`src/rtl/fi_writeback_stage_pkg.sv`:
```
`default_nettype none
// ============================================================================
// Module      : fi_pkg
// Description : Opcodes, link register index and FSM states for the FI stage.
// Revision    : 1.0 - initial release
// ============================================================================
package fi_pkg;

    localparam logic [2:0] OP_BL   = 3'b010;
    localparam logic [2:0] OP_LDR  = 3'b011;
    localparam logic [2:0] OP_ALU  = 3'b101;
    localparam logic [2:0] OP_MOV  = 3'b110;
    localparam logic [2:0] OP_HALT = 3'b111;

    localparam logic [2:0] LR = 3'd7;

    typedef enum logic [1:0] {
        RUN       = 2'd0,
        LOAD_WAIT = 2'd1,
        HALTED    = 2'd2
    } fi_state_t;

endpackage
`default_nettype wire

```
`src/rtl/fi_writeback_stage_if.sv`:
```
`default_nettype none
// ============================================================================
// Module      : fi_writeback_stage_if
// Description : EX->FI register, data-memory read and register-file bundle.
// Revision    : 1.0 - initial release
// ============================================================================
interface fi_writeback_stage_if #(
    parameter int DATA_W = 16,
    parameter int PC_W   = 9
);
    logic              in_valid;
    logic [DATA_W-1:0] ALUoutP;
    logic [2:0]        ZflagsP;
    logic [PC_W-1:0]   PCP;
    logic              loadsPP;
    logic [2:0]        opcodePP;
    logic [2:0]        rdP;

    logic              mem_rd;
    logic [PC_W-1:0]   mem_addr;
    logic              mem_ready;
    logic [DATA_W-1:0] mem_rdata;

    logic              rf_write;
    logic [2:0]        rf_wnum;
    logic [DATA_W-1:0] rf_wdata;
    logic [2:0]        status;
    logic              stall;
    logic              halted;
    logic [15:0]       retired;
    logic              load_err;

    // master: the FI stage itself
    modport master (
        input  in_valid, ALUoutP, ZflagsP, PCP, loadsPP, opcodePP, rdP,
        input  mem_ready, mem_rdata,
        output mem_rd, mem_addr,
        output rf_write, rf_wnum, rf_wdata, status, stall, halted, retired, load_err
    );

    modport slave (
        output in_valid, ALUoutP, ZflagsP, PCP, loadsPP, opcodePP, rdP,
        output mem_ready, mem_rdata,
        input  mem_rd, mem_addr,
        input  rf_write, rf_wnum, rf_wdata, status, stall, halted, retired, load_err
    );

endinterface
`default_nettype wire

```
`src/rtl/fi_writeback_stage_timeout_ctr.sv`:
```
`default_nettype none
// ============================================================================
// Module      : fi_timeout_ctr
// Description : Loadable down-counter; expire_o is high once it reaches zero.
// Revision    : 1.0 - initial release
// ============================================================================
module fi_timeout_ctr #(
    parameter int CNT_W = 7
) (
    input  logic             clk,
    input  logic             rst_n,
    input  logic             load_i,
    input  logic [CNT_W-1:0] load_val_i,
    input  logic             dec_i,
    output logic             expire_o
);

    logic [CNT_W-1:0] cnt_q;

    always_ff @(posedge clk or negedge rst_n) begin
        if (!rst_n) begin
            cnt_q <= '0;
        end else if (load_i) begin
            cnt_q <= load_val_i;
        end else if (dec_i && (cnt_q != '0)) begin
            cnt_q <= cnt_q - CNT_W'(1);
        end
    end

    assign expire_o = (cnt_q == '0);

endmodule
`default_nettype wire

```
`src/rtl/fi_writeback_stage.sv`:
```
`default_nettype none
// ============================================================================
// Module      : fi_writeback_stage
// Description : Finish stage - register writeback, status flags, load
//               handshake, halt and retired counter. Optional load timeout
//               is built when LOAD_TIMEOUT_EN is defined.
// Revision    : 1.0 - initial release
// ============================================================================
module fi_writeback_stage
    import fi_pkg::*;
#(
    parameter int DATA_W         = 16,
    parameter int PC_W           = 9,
    parameter int TIMEOUT_CYCLES = 64
) (
    input  logic                 clk,
    input  logic                 rst_n,
    fi_writeback_stage_if.master bus
);

    fi_state_t         state_q;
    logic              mem_rd_q;
    logic [PC_W-1:0]   mem_addr_q;
    logic              rf_write_q;
    logic [2:0]        rf_wnum_q;
    logic [DATA_W-1:0] rf_wdata_q;
    logic [2:0]        status_q;
    logic              halted_q;
    logic [15:0]       retired_q;

    logic [15:0]       retired_d;
    logic [DATA_W-1:0] link_d;
    logic              tmo_expire;

    assign retired_d = retired_q + 16'd1;
    assign link_d    = {{(DATA_W-PC_W){1'b0}}, bus.PCP};

`ifdef LOAD_TIMEOUT_EN
    localparam int CNT_W = $clog2(TIMEOUT_CYCLES + 1);

    logic load_err_q;

    // Reloaded every cycle outside LOAD_WAIT so a fresh load starts a full window
    fi_timeout_ctr #(
        .CNT_W (CNT_W)
    ) u_timeout_ctr (
        .clk        (clk),
        .rst_n      (rst_n),
        .load_i     (state_q != LOAD_WAIT),
        .load_val_i (CNT_W'(TIMEOUT_CYCLES - 1)),
        .dec_i      ((state_q == LOAD_WAIT) && !bus.mem_ready),
        .expire_o   (tmo_expire)
    );

    assign bus.load_err = load_err_q;
`else
    assign tmo_expire   = 1'b0;
    assign bus.load_err = 1'b0;
`endif

    always_ff @(posedge clk or negedge rst_n) begin
        if (!rst_n) begin
            state_q    <= RUN;
            mem_rd_q   <= 1'b0;
            mem_addr_q <= '0;
            rf_write_q <= 1'b0;
            rf_wnum_q  <= '0;
            rf_wdata_q <= '0;
            status_q   <= '0;
            halted_q   <= 1'b0;
            retired_q  <= '0;
`ifdef LOAD_TIMEOUT_EN
            load_err_q <= 1'b0;
`endif
        end else begin
            rf_write_q <= 1'b0;
`ifdef LOAD_TIMEOUT_EN
            load_err_q <= 1'b0;
`endif
            case (state_q)
                RUN: begin
                    if (bus.in_valid) begin
                        // A load defers retirement until its data is accepted
                        if (bus.loadsPP) begin
                            mem_addr_q <= bus.ALUoutP[PC_W-1:0];
                            rf_wnum_q  <= bus.rdP;
                            mem_rd_q   <= 1'b1;
                            state_q    <= LOAD_WAIT;
                        end else begin
                            retired_q <= retired_d;
                            case (bus.opcodePP)
                                OP_ALU: begin
                                    rf_write_q <= 1'b1;
                                    rf_wnum_q  <= bus.rdP;
                                    rf_wdata_q <= bus.ALUoutP;
                                    status_q   <= bus.ZflagsP;
                                end
                                OP_MOV: begin
                                    rf_write_q <= 1'b1;
                                    rf_wnum_q  <= bus.rdP;
                                    rf_wdata_q <= bus.ALUoutP;
                                end
                                OP_BL: begin
                                    rf_write_q <= 1'b1;
                                    rf_wnum_q  <= LR;
                                    rf_wdata_q <= link_d;
                                end
                                OP_HALT: begin
                                    halted_q <= 1'b1;
                                    state_q  <= HALTED;
                                end
                                default: ;
                            endcase
                        end
                    end
                end
                LOAD_WAIT: begin
                    if (bus.mem_ready) begin
                        rf_write_q <= 1'b1;
                        rf_wdata_q <= bus.mem_rdata;
                        mem_rd_q   <= 1'b0;
                        retired_q  <= retired_d;
                        state_q    <= RUN;
                    end else if (tmo_expire) begin
`ifdef LOAD_TIMEOUT_EN
                        load_err_q <= 1'b1;
`endif
                        mem_rd_q   <= 1'b0;
                        retired_q  <= retired_d;
                        state_q    <= RUN;
                    end
                end
                HALTED: ;
                default: state_q <= RUN;
            endcase
        end
    end

    assign bus.stall    = (state_q != RUN);
    assign bus.mem_rd   = mem_rd_q;
    assign bus.mem_addr = mem_addr_q;
    assign bus.rf_write = rf_write_q;
    assign bus.rf_wnum  = rf_wnum_q;
    assign bus.rf_wdata = rf_wdata_q;
    assign bus.status   = status_q;
    assign bus.halted   = halted_q;
    assign bus.retired  = retired_q;

endmodule
`default_nettype wire

```
`src/flat_wrapper.sv`:
```
// flat-port wrapper written by rule: the top's interface ports become plain ports
module fi_writeback_stage_flat import fi_pkg::*;
#(
    parameter int DATA_W         = 16,
    parameter int PC_W           = 9,
    parameter int TIMEOUT_CYCLES = 64
)
  (clk, rst_n, bus_in_valid, bus_ALUoutP, bus_ZflagsP, bus_PCP, bus_loadsPP, bus_opcodePP, bus_rdP, bus_mem_ready, bus_mem_rdata, bus_mem_rd, bus_mem_addr, bus_rf_write, bus_rf_wnum, bus_rf_wdata, bus_status, bus_stall, bus_halted, bus_retired, bus_load_err);
  fi_writeback_stage_if #(.DATA_W(DATA_W), .PC_W(PC_W)) bus_i ();
  input  logic clk;
  input  logic rst_n;
  input wire logic [$bits(bus_i.in_valid)-1:0] bus_in_valid;
  input wire logic [$bits(bus_i.ALUoutP)-1:0] bus_ALUoutP;
  input wire logic [$bits(bus_i.ZflagsP)-1:0] bus_ZflagsP;
  input wire logic [$bits(bus_i.PCP)-1:0] bus_PCP;
  input wire logic [$bits(bus_i.loadsPP)-1:0] bus_loadsPP;
  input wire logic [$bits(bus_i.opcodePP)-1:0] bus_opcodePP;
  input wire logic [$bits(bus_i.rdP)-1:0] bus_rdP;
  input wire logic [$bits(bus_i.mem_ready)-1:0] bus_mem_ready;
  input wire logic [$bits(bus_i.mem_rdata)-1:0] bus_mem_rdata;
  output wire logic [$bits(bus_i.mem_rd)-1:0] bus_mem_rd;
  output wire logic [$bits(bus_i.mem_addr)-1:0] bus_mem_addr;
  output wire logic [$bits(bus_i.rf_write)-1:0] bus_rf_write;
  output wire logic [$bits(bus_i.rf_wnum)-1:0] bus_rf_wnum;
  output wire logic [$bits(bus_i.rf_wdata)-1:0] bus_rf_wdata;
  output wire logic [$bits(bus_i.status)-1:0] bus_status;
  output wire logic [$bits(bus_i.stall)-1:0] bus_stall;
  output wire logic [$bits(bus_i.halted)-1:0] bus_halted;
  output wire logic [$bits(bus_i.retired)-1:0] bus_retired;
  output wire logic [$bits(bus_i.load_err)-1:0] bus_load_err;
  assign bus_i.in_valid = bus_in_valid;
  assign bus_i.ALUoutP = bus_ALUoutP;
  assign bus_i.ZflagsP = bus_ZflagsP;
  assign bus_i.PCP = bus_PCP;
  assign bus_i.loadsPP = bus_loadsPP;
  assign bus_i.opcodePP = bus_opcodePP;
  assign bus_i.rdP = bus_rdP;
  assign bus_i.mem_ready = bus_mem_ready;
  assign bus_i.mem_rdata = bus_mem_rdata;
  assign bus_mem_rd = bus_i.mem_rd;
  assign bus_mem_addr = bus_i.mem_addr;
  assign bus_rf_write = bus_i.rf_write;
  assign bus_rf_wnum = bus_i.rf_wnum;
  assign bus_rf_wdata = bus_i.rf_wdata;
  assign bus_status = bus_i.status;
  assign bus_stall = bus_i.stall;
  assign bus_halted = bus_i.halted;
  assign bus_retired = bus_i.retired;
  assign bus_load_err = bus_i.load_err;
  fi_writeback_stage #(.DATA_W(DATA_W), .PC_W(PC_W), .TIMEOUT_CYCLES(TIMEOUT_CYCLES)) u_core (.clk(clk), .rst_n(rst_n), .bus(bus_i));
endmodule
```
`config.mk`:
```
export PLATFORM = sky130hd
export DESIGN_NAME = fi_writeback_stage_flat
export DESIGN_NICKNAME = d
export VERILOG_FILES = /design/src/rtl/fi_writeback_stage_pkg.sv /design/src/rtl/fi_writeback_stage_if.sv /design/src/rtl/fi_writeback_stage_timeout_ctr.sv /design/src/rtl/fi_writeback_stage.sv /design/src/flat_wrapper.sv
export SDC_FILE = /design/constraint.sdc
export NUM_CORES = 1
export LEC_CHECK = 0
export CAP_MARGIN = 20
export CORE_MARGIN = 4
export CORE_UTILIZATION = 40
export DETAILED_ROUTE_END_ITERATION = 6
export GPL_TIMING_DRIVEN = 1
export PLACE_DENSITY = 0.79
export SYNTH_ARGS = -nofsm -noshare
export SYNTH_HDL_FRONTEND = slang
export SYNTH_HIERARCHICAL = 1
export SYNTH_SLANG_ARGS = --single-unit
```
`constraint.sdc`:
```
create_clock -name clk -period 2.5 [get_ports clk]
set_clock_uncertainty 0.1 [all_clocks]
set_input_delay 0.375 -clock clk [delete_from_list [all_inputs] [get_ports clk]]
set_output_delay 0.375 -clock clk [all_outputs]
set_load 0.05 [all_outputs]
```
**Yosys cells after proc, flatten, opt, wreduce, memory -nomap -nowiden**

Cells that the tools add are included.

- Register bits after elaboration: 52
- Input bits: 55
- Output and inout bits: 52

- Add/subtract/negate cells: 1
- Equal/unequal tests: 12
- Mux-type cells: 25
- Bitwise logic cells: 2
- Reduce and logical (&&, ||, !) cells: 14

Operators by type and width:

| operator | count |
|---|---|
| $mux W16 | 6 |
| $pmux W16 S2 | 3 |
| $reduce_and A4 Y1 | 5 |
| $add A16 B1 Y16 const B | 1 |
| $eq A3 B3 Y1 const B | 3 |
| $mux W2 | 4 |
| $ne A2 B2 Y1 const B | 4 |
| $mux W1 | 7 |
| $pmux W2 S3 | 1 |
| $pmux W3 S2 | 1 |
| $reduce_and A3 Y1 | 2 |
| $reduce_and A5 Y1 | 1 |
| $pmux W1 S2 | 2 |
| $reduce_bool A2 Y1 | 2 |
| $eq A3 B2 Y1 const B | 1 |
| $mux W3 | 1 |
| $ne A3 B2 Y1 const B | 1 |
| $ne A3 B3 Y1 const B | 1 |
| $reduce_bool A3 Y1 | 1 |
| $reduce_or A3 Y1 | 1 |
| $eq A2 B1 Y1 const B | 1 |
| $eq A2 B2 Y1 const B | 1 |
| $logic_not A2 Y1 | 1 |
| $not A1 Y1 | 2 |
| $reduce_or A2 Y1 | 1 |

**Logic depth before layout (Yosys ltp)**

- Word-level depth: 6
- Gate-level depth with buffers: 6
- Mapped depth without buffers: 4

**Worst setup path after synthesis**

OpenSTA, ideal clock, no wires.

- Kind: register to register
- Start: reg u_core.state_q[0]
- End: reg u_core.rf_wdata_q[0] (netlist: u_core/bus.rf_wdata[0])
- Library setup time: 125 ps
- Arrival time: 1805 ps
- Slack: 470 ps
- Stages on the path, launching flop included: 6
- Path through: dfrtp_1 or4b_1 buf_6 o21ai_4 buf_12 mux2_4

- Longest elaborated chain between the ends: 3
- Elaborated cells between the ends (all ways): 9
- Classes of those cells: eq/ne (5); mux (1); reduce/logical (3)

RTL lines:

| what | line | text |
|---|---|---|
| start: declaration | fi_writeback_stage.sv:21 | `fi_state_t state_q;` |
| start signal: assignment | fi_writeback_stage.sv:63 | `state_q <= RUN;` |
| start signal: assignment | fi_writeback_stage.sv:88 | `state_q <= LOAD_WAIT;` |
| start signal: assignment | fi_writeback_stage.sv:110 | `state_q <= HALTED;` |
| $eq A2 B1 Y1 or $logic_not A2 Y1 (tied branches) | fi_writeback_stage.sv:80 | `case (state_q)` |
| $ne A2 B2 Y1 (no line) (tied with other cells) | - |  |
| $reduce_and A5 Y1 (no line) | - |  |
| end signal: assignment | fi_writeback_stage.sv:95 | `rf_wdata_q <= bus.ALUoutP;` |
| end signal: assignment | fi_writeback_stage.sv:101 | `rf_wdata_q <= bus.ALUoutP;` |
| end signal: assignment | fi_writeback_stage.sv:106 | `rf_wdata_q <= link_d;` |
| end: declaration | fi_writeback_stage.sv:26 | `logic [DATA_W-1:0] rf_wdata_q;` |

Parallel ways exist; a longest one is shown, timed or not.
A chain may end at the register's enable or synchronous reset.

**Worst setup path after layout**

- Start: reg u_core.state_q[1]
- End: out bus_stall

- Longest elaborated chain between the ends: 1

RTL lines:

| what | line | text |
|---|---|---|
| $reduce_bool A2 Y1 | fi_writeback_stage.sv:139 | `assign bus.stall = (state_q != RUN);` |
| end: declaration | flat_wrapper.sv:27 | `output wire logic [$bits(bus_i.stall)-1:0] bus_stall;` |

No other way between the ends.

==> metrics.md <==
| Metric | Value |
|---|---|
| Status | completed |
| Pwr Density | roughly 1000 mW/mm² |
| Pin count of the biggest net entering global routing | between 50 and 60 |
| Iter 0 DRT Violations | just under 60 |
| CP max FO | 8 |
| Pre-antenna DRT Iters | 4 |
| DR DRC count | 0 |
| Max-Cap Viols | 0 |
| Syn Inst Count | 223 |
| Max Root-Sink Buffers | 2 |
| Die Ht | 86.5 µm |
| FF-to-FF Start | u_core/state_q[1] |
| Final GP Congestion | approximately 0.79 |
| PostCTS Resize Cnt | 0 |
| Slew Limit Headroom | 0.522 |
| Num rows | 28 |
| Nets | between 300 and 400 |
| Synth Warn # | 6 |
| CTS H-tree depth | 2 |
| DR WL/cell | approximately 15 µm |
| Sum Neg Setup Slack | 0 ns |
| Layout area overhead | 51.3% |
| Worst hold-check path type | reg2reg |
| Post-Syn Area | 0.00247 mm² |
| Pleak | roughly 1.6 nW |
| Top Ports | 107 |
| Reg area | about 0.0013 mm² |
| N_diodes | 0 |
| Synthesized flop and latch total | 52 |
| Grt total ovfl | 0 |
| Post-synthesis sequential area ratio | 0.527 |
| Vias in the first global route | 2071 |
| Max stage delay on crit path | just over 0.8 ns |
| Reg clk slew, reported paths | ~0.10 ns |
| Port-buffer cells | 105 |
| Worst min-delay path startpoint | u_core/bus.retired[15] |
| Fmax | around 450 MHz |
| Final setup violation count | 0 |
| Syn Area/Cell | approximately 11 µm² |
| Final Cycle Share | 0.899 |
| Final Cell Area | approximately 0.0037 mm² |
| WS Path Type | reg2out |
| Req. time, crit path | between 2 and 2.5 ns |
| Multi-input gate area | between 0.001 and 0.0015 mm² |
| Yosys cell types | 36 |
| Buf+Inv Stages, Crit Path | 2 |
| Starting Density | 0.414 |
| Die Footprint | around 0.0075 mm² |
| Hold Crit Depth | 1 |
| Syn nets | between 200 and 300 |
| R2R depth | 5 |
| Post-Place Cell Area | between 0.003 and 0.004 mm² |
| Critical path arrival | about 1.8 ns |
| Hold EP | u_core/bus.retired[15] |
| Inserted Clock Buffers | 5 |
| CP Launch Point | u_core/state_q[1] |
| Root buf cell | clkbuf_8 |
| HPWL Detailed | 4700 µm |
| Final ANT Viol Nets | 0 |
| Via density | roughly 5.0 |
| CTS Sinks | 52 |
| Share of cells above drive strength 1 | 0.150 |
| Clk_lat worst skew | a little under 0.3 ns |
| Reg2reg end | u_core/bus.retired[10] |
| RSZ-0062 raised after global routing | false |
| Core footprint | 0.00596 mm² |
| Initial antenna violation count | 0 |
| Fin crit period | around 2.2 ns |
| Final hold violation count | 0 |
| Fill count | 532 |
| Die X-Extent | 86.5 µm |
| DRT Wirelength | around 6300 µm |
| Reg2Reg Setup Slack | ~0.36 ns |
| Worst setup SP type | register |
| Delay-heaviest family, CP | buffers and inverters |
| Worst setup EP type | output port |
| Vias post-DR | about 2000 |
| Worst-Margin Slew | about 0.7 ns |
| Final Max Tran Viols | 0 |
| First-pass GRT wire length | roughly 10000 µm |
| Worst VDD drop | ~0.66 mV |
| CTS tree | done |
| Tot GR Track Use | 0.171 |
| WP depth | 3 |
| Critical path's slowest cell | clkdlybuf4s50_1 |
| Worst-path cell chain | nor2_1, inv_1, clkdlybuf4s50_1 |
## stage by stage
stage | total power [mW] | utilization | worst slack (ns) | instances | hold slack, ns
2_1_floorplan | 2.60 | - | 0.470 | 223 | -0.0206
3_3_place_gp | 3.32 | 0.607 | 0.0680 | 399 | 0.288
3_5_place_dp | 3.36 | 0.607 | 0.00306 | 399 | 0.291
4_1_cts | 3.94 | 0.627 | 0.244 | 408 | 0.383
5_1_grt | 4.07 | 0.627 | 0.164 | 408 | 0.391
6_report | 3.90 | 0.627 | 0.254 | 408 | 0.373
## cells by family (layout without fill, tap and decap cells)
group	count (synthesis)	count (layout)	synth area share
AO/OA/AOI/OAI	30	30	0.0745
other	1	1	0.00152
buffers and inverters	12	122	0.0294
XOR/XNOR	15	15	0.0532
flip-flops	52	52	0.527
AND/OR/NAND/NOR	83	83	0.163
adder cells (fa/ha/maj)	1	1	0.00507
multiplexers	29	29	0.146
## what timing repair did
action                                 in CTS  in global routing
hold buffers                                1                  0
endpoints found under the hold margin      52                  0
buffers inserted                            0                  0
## area by class of cell
| type | instances | share of cell area |
|---|---|---|
| multi-input cells | 159 | 0.293 |
| well taps | 75 | 0.0251 |
| repair buffers | 112 | 0.302 |
| inverters | 2 | 0.00201 |
| flip-flops and latches | 52 | 0.349 |
| clock inverters | 3 | 0.0114 |
| clock buffers | 5 | 0.0184 |
## flip-flops by register name, indices dropped and copies added (netlist names)
| register | count |
|---|---|
| u_core/bus.rf_write | 1 |
| u_core/state_q | 2 |
| u_core/bus.rf_wnum | 3 |
| u_core/bus.retired | 16 |
| u_core/bus.halted | 1 |
| u_core/bus.mem_rd | 1 |
| u_core/bus.rf_wdata | 16 |
| u_core/bus.status | 3 |
| u_core/bus.mem_addr | 9 |
## placed cells by master, fill, tap and decap left out, types with 2 or more instances in the layout
cell type	n
clkdlybuf4s50_1	104
dfrtp_1	52
nand2_1	32
mux2_2	20
nor2_1	18
a21oi_1	18
nand3_1	14
xnor2_1	13
mux2_4	9
clkbuf_8	5
o21ai_0	5
nand4_1	4
buf_4	4
and3_1	3
inv_1	2
nor2b_1	2
and4_1	2
xor2_1	2
buf_12	2
## cells in the mapped netlist (all sizes together)
cell type / n / area share
xor2: 2 / 0.0071
or3b: 1 / 0.0036
nand4: 4 / 0.010
nor3b: 2 / 0.0081
o21bai: 1 / 0.0030
and4: 2 / 0.0071
nand2: 32 / 0.049
buf: 3 / 0.016
xnor2: 13 / 0.046
a21oi: 19 / 0.040
clkbuf: 7 / 0.011
or2b: 1 / 0.0030
nand3: 14 / 0.028
conb: 1 / 0.0015
dfrtp: 52 / 0.53
o22ai: 1 / 0.0025
ha: 1 / 0.0051
nor2: 18 / 0.027
o311ai: 1 / 0.0036
and3: 3 / 0.0076
inv: 2 / 0.0030
and3b: 1 / 0.0036
o21ai: 6 / 0.017
nand3b: 1 / 0.0030
or4b: 1 / 0.0041
a21boi: 1 / 0.0046
o21ba: 1 / 0.0041
mux2: 29 / 0.15
and2b: 1 / 0.0030
nor2b: 2 / 0.0051
## layer usage
| metal | up-vias | global-route usage | routed length [µm] |
|---|---|---|---|
| met5 | - | 0 | 0 |
| met4 | 0 | 0.0411 | 40 |
| met3 | 5 | 0.0399 | 396 |
| met2 | 65 | 0.305 | 3320 |
| met1 | 986 | 0.209 | 2560 |
| li1 | 988 | - | - |
## where the power goes
group / total [mW] / switching (mW) / internal, mW
Combinational: 2.06 / 1.27 / 0.786
Sequential: 1.27 / 0.178 / 1.09
Clock: 0.575 / 0.278 / 0.297
Total: 3.90 / 1.73 / 2.18
## how the worst max path moves through the flow
stage,end,slack (ns)
after floorplan,u_core/bus.rf_wdata[0],0.47
after global placement,u_core/bus.retired[10],0.07
after detailed placement,u_core/bus.retired[10],0.003
after CTS,bus_stall,0.24
after global routing,bus_stall,0.16
final,bus_stall,0.25
(Power assumes the default switching activity.)
